$ cat config.mk
export PLATFORM = sky130hd
export DESIGN_NAME = intra_edge_upsample
export DESIGN_NICKNAME = d
export VERILOG_FILES = /design/src/rtl/intra_edge_upsample.sv
export SDC_FILE = /design/constraint.sdc
export NUM_CORES = 1
export LEC_CHECK = 0
export BUFFER_PORTS_ARGS = -buffer_cell sky130_fd_sc_hd__buf_2
export CORE_MARGIN = 2
export CORE_UTILIZATION = 44
export DETAILED_ROUTE_END_ITERATION = 8
export MAX_ROUTING_LAYER = met4
export PLACE_DENSITY_LB_ADDON = 0.3
export REMOVE_ABC_BUFFERS = 1
export SETUP_SLACK_MARGIN = 0.3
export SLEW_MARGIN = 10
export SYNTH_ARGS = -nofsm -noshare
export SYNTH_HDL_FRONTEND = slang
export SYNTH_SLANG_ARGS = --single-unit
$ cat constraint.sdc
create_clock -name clk -period 11.9 [get_ports clk]
set_clock_uncertainty 0.2 [all_clocks]
set_input_delay 1.19 -clock clk [delete_from_list [all_inputs] [get_ports clk]]
set_output_delay 1.19 -clock clk [all_outputs]
set_load 0.05 [all_outputs]
$ cat src/rtl/intra_edge_upsample.sv
// Streaming AV1 intra edge 2x upsampler: buffers orig[-1..n-1], then emits the interleaved upsampled edge.
// Optional INTRA_EDGE_UPSAMPLE_BYPASS_EN: useUpsample=0 jobs pass the edge through unchanged instead of being skipped.
module intra_edge_upsample #(
  parameter int BIT_DEPTH = 10,
  parameter int MAX_NUMPX = 16
) (
  input  logic                 clk,
  input  logic                 rst_n,
  input  logic                 start,
  input  logic                 useUpsample,
  input  logic [4:0]           numPx,
  input  logic                 in_valid,
  output logic                 in_ready,
  input  logic [BIT_DEPTH-1:0] in_sample,
  output logic                 out_valid,
  input  logic                 out_ready,
  output logic [BIT_DEPTH-1:0] out_sample,
  output logic                 out_last,
  output logic                 busy,
  output logic                 done
);

  localparam int AW = $clog2(MAX_NUMPX + 1);
  localparam int CW = $clog2(MAX_NUMPX + 3);
  localparam int BW = $clog2(2 * MAX_NUMPX + 2);
  localparam int SW = BIT_DEPTH + 6;

`ifdef INTRA_EDGE_UPSAMPLE_BYPASS_EN
  localparam bit BYPASS = 1'b1;
`else
  localparam bit BYPASS = 1'b0;
`endif

  typedef enum logic [1:0] {IDLE, FILL, EMIT, DONE} state_t;

  state_t                 state, state_next;
  logic                   use_up;
  logic [CW-1:0]          n;
  logic [CW-1:0]          n_sat;
  logic [CW-1:0]          wr_cnt;
  logic [BW-1:0]          beat;
  logic [BW-1:0]          sel_idx;
  logic [BW-1:0]          last_idx;
  logic [BIT_DEPTH-1:0]   mem [0:MAX_NUMPX];
  logic                   in_fire, fill_last, out_fire;

  logic [CW-1:0]          half, ia, ib, ic, id;
  logic signed [SW-1:0]   a, b, c, d, acc, shifted;
  logic [BIT_DEPTH-1:0]   interp, next_sample;

  assign n_sat     = (int'(numPx) > MAX_NUMPX) ? CW'(MAX_NUMPX) : CW'(numPx);
  assign in_ready  = (state == FILL);
  assign busy      = (state != IDLE);
  assign in_fire   = (state == FILL) && in_valid;
  assign fill_last = in_fire && (wr_cnt == n);
  assign out_fire  = (state == EMIT) && out_valid && out_ready;
  assign sel_idx   = (state == FILL) ? '0 : beat + 1'b1;
  assign last_idx  = use_up ? BW'({n, 1'b0}) : BW'(n);

  always_ff @(posedge clk or negedge rst_n) begin
    if (!rst_n) state <= IDLE;
    else        state <= state_next;
  end

  always_comb begin
    state_next = state;
    case (state)
      IDLE: begin
        if (start) begin
          if (n_sat == '0)                 state_next = DONE;
          else if (!useUpsample && !BYPASS) state_next = DONE;
          else                              state_next = FILL;
        end
      end
      FILL:    if (fill_last) state_next = EMIT;
      EMIT:    if (out_fire && out_last) state_next = DONE;
      DONE:    state_next = IDLE;
      default: state_next = IDLE;
    endcase
  end

  // Odd beats are the 4-tap half-sample interpolation between mem[half] and mem[half+1],
  // with taps clamped to the buffered range [0, n].
  always_comb begin
    half = CW'(sel_idx >> 1);
    ia   = (half == '0) ? '0 : half - 1'b1;
    ib   = half;
    ic   = half + 1'b1;
    id   = ((half + CW'(2)) > n) ? n : half + CW'(2);
    a    = $signed(SW'(mem[ia[AW-1:0]]));
    b    = $signed(SW'(mem[ib[AW-1:0]]));
    c    = $signed(SW'(mem[ic[AW-1:0]]));
    d    = $signed(SW'(mem[id[AW-1:0]]));
    acc  = (b <<< 3) + b + (c <<< 3) + c - a - d + $signed(SW'(8));
    shifted = acc >>> 4;
    if (shifted[SW-1])                  interp = '0;
    else if (|shifted[SW-2:BIT_DEPTH])  interp = '1;
    else                                interp = shifted[BIT_DEPTH-1:0];
    if (!use_up)         next_sample = mem[sel_idx[AW-1:0]];
    else if (sel_idx[0]) next_sample = interp;
    else                 next_sample = mem[ib[AW-1:0]];
  end

  always_ff @(posedge clk) begin
    if (in_fire) mem[wr_cnt[AW-1:0]] <= in_sample;
  end

  // The output register is preloaded on the last input handshake so beat 0 is valid right away.
  always_ff @(posedge clk or negedge rst_n) begin
    if (!rst_n) begin
      use_up     <= 1'b0;
      n          <= '0;
      wr_cnt     <= '0;
      beat       <= '0;
      out_valid  <= 1'b0;
      out_sample <= '0;
      out_last   <= 1'b0;
      done       <= 1'b0;
    end else begin
      done <= (state == DONE);
      case (state)
        IDLE: begin
          wr_cnt <= '0;
          if (start) begin
            use_up <= useUpsample;
            n      <= n_sat;
          end
        end
        FILL: begin
          if (in_fire) wr_cnt <= wr_cnt + 1'b1;
          if (fill_last) begin
            out_valid  <= 1'b1;
            out_sample <= next_sample;
            out_last   <= (sel_idx == last_idx);
            beat       <= '0;
          end
        end
        EMIT: begin
          if (out_fire) begin
            if (out_last) begin
              out_valid <= 1'b0;
              out_last  <= 1'b0;
            end else begin
              out_sample <= next_sample;
              out_last   <= (sel_idx == last_idx);
              beat       <= sel_idx;
            end
          end
        end
        default: ;
      endcase
    end
  end

endmodule
Yosys cells after proc, flatten, opt, wreduce, memory -nomap -nowiden
Memories as Yosys holds them, arrays and structs flattened.
Cells that the tools add are included.
- output and inout bits: 15
- bits of input ports: 21
- flip-flop bits (word level): 32
- RAM bits: 170
- memories: 1
- logic and storage cells: 88
- memory list (memory ; depth ; bits a word ; read ports ; clocked after Yosys merged registers in ; wr ports ; line ; RTL):
    mem ; 17 ; 10 ; 5 ; 0 ; 1 ; 44 ; logic [BIT_DEPTH-1:0] mem [0:MAX_NUMPX];
- muxes and demuxes: 35
- equality and inequality tests: 12
- add/subtract/negate cells: 11
- reduce and logical (&&, ||, !) cells: 18
- magnitude comparators: 2
- operators with widths (kind ; number):
    10-bit two-way mux ; 7
    16-bit by 11-bit subtractor with 16-bit output ; 2
    6-bit two-way mux ; 5
    5-bit two-way mux ; 4
    10-bit one-hot mux with 2 select lines ; 1
    15-bit by 10-bit adder with 16-bit output ; 1
    16-bit by 5-bit adder with 16-bit output, second input constant ; 1
    14-bit by 13-bit adder with 15-bit output ; 1
    13-bit by 10-bit adder with 14-bit output ; 1
    6-bit one-hot mux with 2 select lines ; 1
    5-bit by 1-bit adder with 5-bit output, second input constant ; 2
    5-bit zero test ; 2
    2-bit two-way mux ; 5
    5-bit one-hot mux with 2 select lines ; 1
    1-bit two-way mux ; 8
    2-bit != test, second input constant ; 4
    2-bit one-hot mux with 4 select lines ; 1
    4-bit AND reduction ; 2
    6-bit by 1-bit adder with 6-bit output, second input constant ; 1
    6-bit == test ; 1
    2-bit by 1-bit != test with 1-bit output, second input constant ; 3
    3-bit AND reduction ; 2
    2-bit nonzero test ; 3
    5-bit by 2-bit adder with 5-bit output, second input constant ; 1
    11 further kinds ; 18

Depth between registers and ports, before layout
Gate-level depths: netlist of the first run.
An unclocked memory read counts as a cell.
- word-level depth: 17
- gate-level depth with buffers: 39

Worst setup path before layout of the first run
No wires, ideal clock.
- kind: register to register
- start: register state[1]
- end: register out_sample[5]
- stages on the path, launching flop included: 37
- arrival time: 9.599 ns
- setup slack: 1.985 ns
- setup time: 0.116 ns
- path buffers: 7
- required time: 11.584 ns
- path through: dfrtp_1 > inv_1 > ha_1 > buf_2 > nor2b_1 > buf_2 > buf_1 > clkbuf_1 > clkbuf_1 > ha_1 > ha_1 > o21a_1 > o21ai_0 > a21oi_1 > mux2i_1 > clkbuf_1 > clkbuf_1 > nand2_1 > nand3_1 > a31oi_1 > nor4_1 > fa_1 > fa_1 > fa_1 > fa_1 > nor4b_1 > and2_1 > fa_1 > a21oi_1 > o21ai_0 > o41a_1 > a221oi_1 > nand2_1 > o211ai_1 > nand2_1 > o21bai_1 > o311ai_0
- cells in the longest elaborated chain, start to end: 17
- elaborated cells between the ends (all ways): 35
- RTL lines (what ; line ; RTL):
    from (decl) ; 36 ; state_t state, state_next;
    from (signal assigned) ; 62 ; else state <= state_next;
    2-bit by 1-bit == test with 1-bit output * ; - ;
    via in_ready ; 13 ; output logic in_ready,
    6-bit two-way mux ; 57 ; assign sel_idx = (state == FILL) ? '0 : beat + 1'b1;
    memory read 17 x 10 bit or 5-bit by 1-bit adder with 5-bit output (tied branches) ; - ;
    13-bit by 10-bit adder with 14-bit output or memory read 17 x 10 bit (tied branches) ; - ;
    14-bit by 13-bit adder with 15-bit output ; 94 ; acc = (b <<< 3) + b + (c <<< 3) + c - a - d + $signed(SW'(8));
    15-bit by 10-bit adder with 16-bit output ; 94 ;
    16-bit by 11-bit subtractor with 16-bit output (2 in series) ; 94 ;
    16-bit by 5-bit adder with 16-bit output ; 94 ;
    2-bit OR reduction ; 97 ; else if (|shifted[SW-2:BIT_DEPTH]) interp = '1;
    10-bit two-way mux ; 97 ;
    10-bit two-way mux ; 96 ; if (shifted[SW-1]) interp = '0;
    10-bit two-way mux ; 100 ; else if (sel_idx[0]) next_sample = interp;
    10-bit two-way mux ; 99 ; if (!use_up) next_sample = mem[sel_idx[AW-1:0]];
    10-bit two-way mux ; 140 ; if (out_last) begin
    10-bit two-way mux ; 139 ; if (out_fire) begin
    10-bit one-hot mux with 2 select lines ; 121 ; case (state)
    to (signal assigned) ; 133 ; out_sample <= next_sample;
    to (signal assigned) ; 144 ; out_sample <= next_sample;
    to (decl) ; 17 ; output logic [BIT_DEPTH-1:0] out_sample,
Mark *: on every way through the listed nets, which the timed path passes. The rest lies on a longest branch. The select of a mux whose other input is x is not followed.
A chain may end at the register's enable or synchronous reset.

Worst setup path after layout of the first run
- start: register state[1]
- end: register out_sample[4]
- cells in the longest elaborated chain, start to end: 17
- elaborated cells between the ends (all ways): 35
- RTL lines (what ; line):
    2-bit by 1-bit == test with 1-bit output ; 54, 57, 121
    6-bit two-way mux ; 57
    memory read 17 x 10 bit or 5-bit by 1-bit adder with 5-bit output (tied branches) ; -
    13-bit by 10-bit adder with 14-bit output or memory read 17 x 10 bit (tied branches) ; -
    14-bit by 13-bit adder with 15-bit output ; 94
    15-bit by 10-bit adder with 16-bit output ; 94
    16-bit by 11-bit subtractor with 16-bit output (2 in series) ; 94
    16-bit by 5-bit adder with 16-bit output ; 94
    2-bit OR reduction ; 97
    10-bit two-way mux ; 97
    10-bit two-way mux ; 96
    10-bit two-way mux ; 100
    10-bit two-way mux ; 99
    10-bit two-way mux ; 140
    10-bit two-way mux ; 139
    10-bit one-hot mux with 2 select lines ; 121
Several ways; a longest one is shown, not always the timed one. The select of a mux whose other input is x is not followed.

==> results of run 1 <==
## worst min-delay path: cells and delay by family (launching register included)
family	cells	cell delay (ns)
AOI/OAI and AO/OA	1	0.06
DFF	1	0.34
and+or+nand+nor	1	0.05
## cells by family after synthesis
group,Yosys count,share of synthesized area
flip-flops,202,0.3601
AO/OA/AOI/OAI,254,0.1044
adder cells (fa/ha/maj),83,0.07934
AND/OR/NAND/NOR,679,0.1812
XOR/XNOR,28,0.01587
multiplexers,186,0.2170
buffers and inverters,171,0.04211
## synthesized netlist by cell type, drive strengths merged (4+ instances only)
master | number | area share
clkbuf | 76 | 0.017
mux2i | 45 | 0.027
o211ai | 6 | 0.0036
mux2 | 9 | 0.0064
buf | 37 | 0.011
nand2b | 14 | 0.0053
a311oi | 20 | 0.011
nand2 | 367 | 0.084
a22o | 8 | 0.0043
and2 | 9 | 0.0034
nor4 | 10 | 0.0038
o22ai | 9 | 0.0034
mux4 | 132 | 0.18
nand4 | 11 | 0.0046
inv | 58 | 0.013
a21oi | 64 | 0.020
a32oi | 10 | 0.0053
edfxtp | 170 | 0.31
a211o | 4 | 0.0021
nand3 | 111 | 0.034
nor3 | 15 | 0.0046
o21ai | 44 | 0.013
dfrtp | 32 | 0.049
or3 | 9 | 0.0034
xor2 | 6 | 0.0032
fa | 35 | 0.043
a211oi | 19 | 0.0087
o221ai | 5 | 0.0027
xnor2 | 21 | 0.011
nor2 | 90 | 0.021
and3 | 21 | 0.0081
a21o | 6 | 0.0027
a31oi | 25 | 0.0095
ha | 48 | 0.037
nor2b | 11 | 0.0042
## sequential cells by signal, summed over array words and instances, names as in the netlist
name and count:
beat 6, state 2, out_valid 1, wr_cnt 5, n 5, out_sample 10, out_last 1, use_up 1
done 1, mem 170
## cell type report
| type | count | area [sq um] | share of cell area |
|---|---|---|---|
| multi-input cells | 1230 | 9937 | 0.5516 |
| flip-flops and latches | 202 | 5906 | 0.3278 |
| clock buffers | 26 | 629.4 | 0.03494 |
| well taps | 468 | 585.6 | 0.03251 |
| repair buffers | 86 | 558.0 | 0.03098 |
| inverters | 58 | 220.2 | 0.01222 |
| clock inverters | 17 | 177.7 | 0.009863 |
## routing by layer
| metal | vias to the layer above | track usage | part of all wire | wire length, um |
|---|---|---|---|---|
| li1 | 6009 | - | - | - |
| met1 | 6991 | 0.4430 | 0.41 | 24350 |
| met2 | 857 | 0.4781 | 0.45 | 26780 |
| met3 | 147 | 0.05003 | 0.10 | 6013 |
| met4 | 0 | 0.1197 | 0.043 | 2547 |
| met5 | - | - | 0 | 0 |
## layout by cell type (no fill, tap or decap), drive strengths merged, types with 6 or more instances in the layout
master / n
nand2: 367
edfxtp: 170
mux4: 132
nand3: 111
nor2: 90
buf: 86
a21oi: 64
inv: 60
ha: 48
mux2i: 45
o21ai: 44
fa: 35
dfrtp: 32
clkbuf: 26
a31oi: 25
and3: 21
xnor2: 21
a311oi: 20
a211oi: 19
nor3: 15
nand2b: 14
nor2b: 11
nand4: 11
clkinv: 11
a32oi: 10
nor4: 10
and2: 9
or3: 9
o22ai: 9
mux2: 9
a22o: 8
xor2: 6
a21o: 6
o211ai: 6
## per-stage QoR
stage,hold WS (ns),util
5_1_grt,0.3257,0.4909
3_3_place_gp,0.2720,0.4687
3_5_place_dp,0.2692,0.4687
4_1_cts,0.2901,0.4907
6_report,0.2832,0.4909
2_1_floorplan,0.2720,-
## final timing paths
path | end | slack (ns) | start | cells past startpoint
max in group asynchronous | n[0] | 10.56 | rst_n | 1
min in group asynchronous | out_sample[1] | 0.49 | rst_n | 1
hold reg to reg | out_sample[0] | 0.28 | out_sample[0] | 2
setup / recovery | out_sample[4] | 1.65 | state[1] | 32
setup reg to reg | out_sample[4] | 1.65 | state[1] | 32
hold / removal | out_sample[0] | 0.28 | out_sample[0] | 2
==> flow_metrics.env, run 1 <==
export IMPL_gr_usage_all_layers=0.3199
export IMPL_cpPeakStageDelay_ns=0.83
export IMPL_status="finished, final reports clean"
export IMPL_syn2layout_area_growth_pct=9.834
export IMPL_antennaDiodeCount=0
export IMPL_fin_crit_sh=0.8611
export IMPL_drc=0
export IMPL_clock_latency_ns=0.56
export IMPL_antenna_found_initial=0
export IMPL_grt_pass1_vias=13170
export IMPL_routedWlPerCell_um=28.60
export IMPL_cpLargestDelayFamily="adder cells"
export IMPL_clock_path_buffers=3
export IMPL_pre_cts_ws_ns=1.784
export IMPL_min_period_ns=10.25
export IMPL_cts_hold_buf=0
export IMPL_crit_fanout=47
export IMPL_place_area_sq_um=17200
export IMPL_slowest_stage="ha_1"
export IMPL_cts_root_buf="clkbuf_16"
export IMPL_num_io_pins=36
export IMPL_cts_tree="done"
export IMPL_numCtsBuffers=24
export IMPL_cts_setup_buffers=0
export IMPL_cts_resized=0
export IMPL_gp_congestion=0.9938
export IMPL_first_pass_iters=6
export IMPL_critical_path_buf_inv_count=4
export IMPL_critical_path_class="flip-flop to flip-flop"
export IMPL_drt_iter0_drc=1921
export IMPL_worst_path_most_repeated_cell="ha_1"
export IMPL_core_sq_um=36700
export IMPL_slew_limit_headroom=0.1400
export IMPL_clkTransAtPathRegs_ns=0.07
export IMPL_fmax_mhz=97.58
export IMPL_drive_gt1_frac=0.1810
export IMPL_clock_sink_count=202
export IMPL_worst_slew_pin_slew_ns=1.290
export IMPL_syn_inst=1603
export IMPL_startpoint_type="flip-flop"
export IMPL_fin_area_sq_um=18010
export IMPL_dieArea_sq_um=38830
export IMPL_num_rows=70
export IMPL_die_w_um=197.1
export IMPL_vias=14000
export IMPL_ys_ff_latch=202
export IMPL_dp_cells=2044
export IMPL_cts_max_level=1
export IMPL_synth_avg_cell_area_sq_um=10.23
export IMPL_slew_violations=0
export IMPL_routed_wl_um=59690
export IMPL_layout_cells_non_filler=2087
export IMPL_syn_area_sq_um=16400
export IMPL_vias_per_cell=6.710
export IMPL_synth_edff_count=170
export IMPL_fin_setup_tns_ns=0
export IMPL_hold_viol=0
export IMPL_initial_core_util=0.4469
export IMPL_worstSetupEndpointType="flip-flop"
export IMPL_dpl_hpwl_um=41460
export IMPL_grt_max_degree=62
export IMPL_critPathArrivalTime_ns=10.48
export IMPL_synth_warnings=0
export IMPL_setup_violations=0
export IMPL_cp_required_ns=12.13
export IMPL_grt_overflow_total=0
export IMPL_grt_pass1_wl_um=88260
export IMPL_synth_seq_area_share=0.3601
export IMPL_ys_flop_type="edfxtp_1"
export IMPL_io_buffers=35
export IMPL_worst_slack_ns=1.652
export IMPL_nFillCells=3304
export IMPL_layout_nets=1706
export IMPL_synth_async_reset_ratio=0.1584
export IMPL_rsz0062_at_grt="no"
export IMPL_fp_dieH_um=197.1
export IMPL_drv_cap=0
export IMPL_synth_cell_types=72
export IMPL_hp_class="flip-flop to flip-flop"
export IMPL_ant_nets=0
Power of run 1 is left out: the tool's default activity adds up to more than one toggle a clock period on the data nets, which glitch-free logic cannot reach.
==> run 2, diff against run 1 <==
Settings changed: CORE_MARGIN 2 to 4, RECOVER_POWER set to 25.
==> run 2 against run 1 <==
Global-route usage shrank 1.8 points. First-iteration DRC count grew 1.7%. Fmax grew 2.0%. Via count shrank 0.58%. Routed wire length grew 0.74%. Non-clock buffer count shrank 2. Worst hold slack gained 0.0048 ns. Sequential share of layout area grew 0.073 points. Critical path type unchanged.
==> flow_metrics.env, run 2 (same netlist as run 1, synthesis figures left out) <==
export IMPL_gr_usage_all_layers=0.3014
export IMPL_vias=13920
export IMPL_gp_congestion=0.9955
export IMPL_cts_resized=0
export IMPL_worst_slew_pin_slew_ns=1.245
export IMPL_io_buffers=35
export IMPL_min_period_ns=10.05
export IMPL_final_common_cell="nand2_1"
export IMPL_num_io_pins=36
export IMPL_slew_limit_headroom=0.1609
export IMPL_cts_tree="done"
export IMPL_clkTransAtPathRegs_ns=0.06
export IMPL_r2r_start="state[1]"
export IMPL_numCtsBuffers=24
export IMPL_critPathArrivalTime_ns=10.25
export IMPL_fp_dieH_um=201.1
export IMPL_cts_max_level=1
export IMPL_crit_fanout=36
export IMPL_fin_crit_sh=0.8446
export IMPL_clock_latency_ns=0.54
export IMPL_grt_overflow_total=0
export IMPL_final_core_util=0.4898
export IMPL_worstSetupEndpointType="flip-flop"
export IMPL_routed_wl_um=60140
export IMPL_drv_cap=0
export IMPL_hp_class="flip-flop to flip-flop"
export IMPL_grt_pass1_vias=13480
export IMPL_drive_gt1_frac=0.1749
export IMPL_cp_required_ns=12.10
export IMPL_syn2layout_area_growth_pct=9.590
export IMPL_layout_nets=1704
export IMPL_rsz0062_at_grt="no"
export IMPL_setup_violations=0
export IMPL_status="finished, final reports clean"
export IMPL_startpoint_type="flip-flop"
export IMPL_cpPeakStageDelay_ns=0.74
export IMPL_drc=0
export IMPL_antenna_found_initial=1
export IMPL_fmax_mhz=99.49
export IMPL_critical_path_class="flip-flop to flip-flop"
export IMPL_first_pass_iters=6
export IMPL_hp_start="out_sample[3]"
export IMPL_slowest_stage="mux2i_4"
export IMPL_die_w_um=201.1
export IMPL_initial_core_util=0.4469
export IMPL_grt_max_degree=52
export IMPL_holdPathStages=2
export IMPL_clock_path_buffers=3
export IMPL_dpl_hpwl_um=42030
export IMPL_startpoint="state[1]"
export IMPL_grt_pass1_wl_um=89150
export IMPL_vias_per_cell=6.671
export IMPL_reg2reg_depth=33
export IMPL_cts_root_buf="clkbuf_16"
export IMPL_hold_slack_ns=0.2879
export IMPL_drt_iter0_drc=1954
export IMPL_dieArea_sq_um=40430
export IMPL_place_area_sq_um=17180
export IMPL_layout_common_cells="367 x nand2_1, 170 x edfxtp_1, 124 x mux4_2, 111 x nand3_1, 77 x nor2_1"
export IMPL_cts_hold_buf=0
export IMPL_hold_viol=0
export IMPL_clock_sink_count=202
export IMPL_num_rows=70
export IMPL_core_sq_um=36700
export IMPL_cts_setup_buffers=0
export IMPL_routedWlPerCell_um=28.81
export IMPL_ant_nets=0
export IMPL_fin_area_sq_um=17970
export IMPL_largest_reg_flops=170
export IMPL_slew_violations=0
[run 2: changes by cell type in the layout (fill, tap and decap cells not counted), sizes merged]
cell    delta
buf        -9
bufinv     -1
clkbuf     +9
clkinv     -1
diode      +1
inv        +1
[run 2: metrics by stage]
stage | setup slack (ns) | std cells | TNS, ns
global route | 1.408 | 2087 | 0
detailed placement | 2.220 | 2042 | 0
global placement | 2.406 | 2042 | 0
finish | 1.849 | 2087 | 0
CTS | 2.141 | 2086 | 0
floorplan | -2.792 | 1490 | -26.52
[run 2: cell type report]
class / instances / area [sq um]
fill: 3260 / 18720
antenna: 1 / 2.502
multi-input combinational: 1230 / 9927
timing repair buffer: 84 / 534.3
inverter: 58 / 220.2
clock buffer: 28 / 636.9
clock inverter: 16 / 161.4
tap: 468 / 585.6
sequential: 202 / 5906
[run 2: path summary, 6_finish.rpt]
kind | slack, ns | endpoint
worst max register to register | 1.85 | out_sample[4]
worst min-delay path | 0.29 | out_sample[3]
max in group asynchronous | 10.53 | out_sample[8]
worst max-delay path | 1.85 | out_sample[4]
min in group asynchronous | 0.50 | use_up
worst min register to register | 0.29 | out_sample[3]
[run 2: critical path: cells and delay by family, from the launching register on]
family                   cells  cell delay (ns)
AO/OA/AOI/OAI               12             1.98
adder cells (fa/ha/maj)      7             2.85
buffers and inverters        7             1.90
flip-flops                   1             0.39
multiplexers                 2             0.89
AND/OR/NAND/NOR              5             1.67
[run 2: metal layers]
metal	track usage	wire (um)	share of wire
met4	0.1325	3198	0.053
met3	0.07851	7116	0.12
met1	0.3973	23170	0.39
met5	-	0	0
met2	0.4424	26650	0.44
Power of run 2 is left out for the same reason.
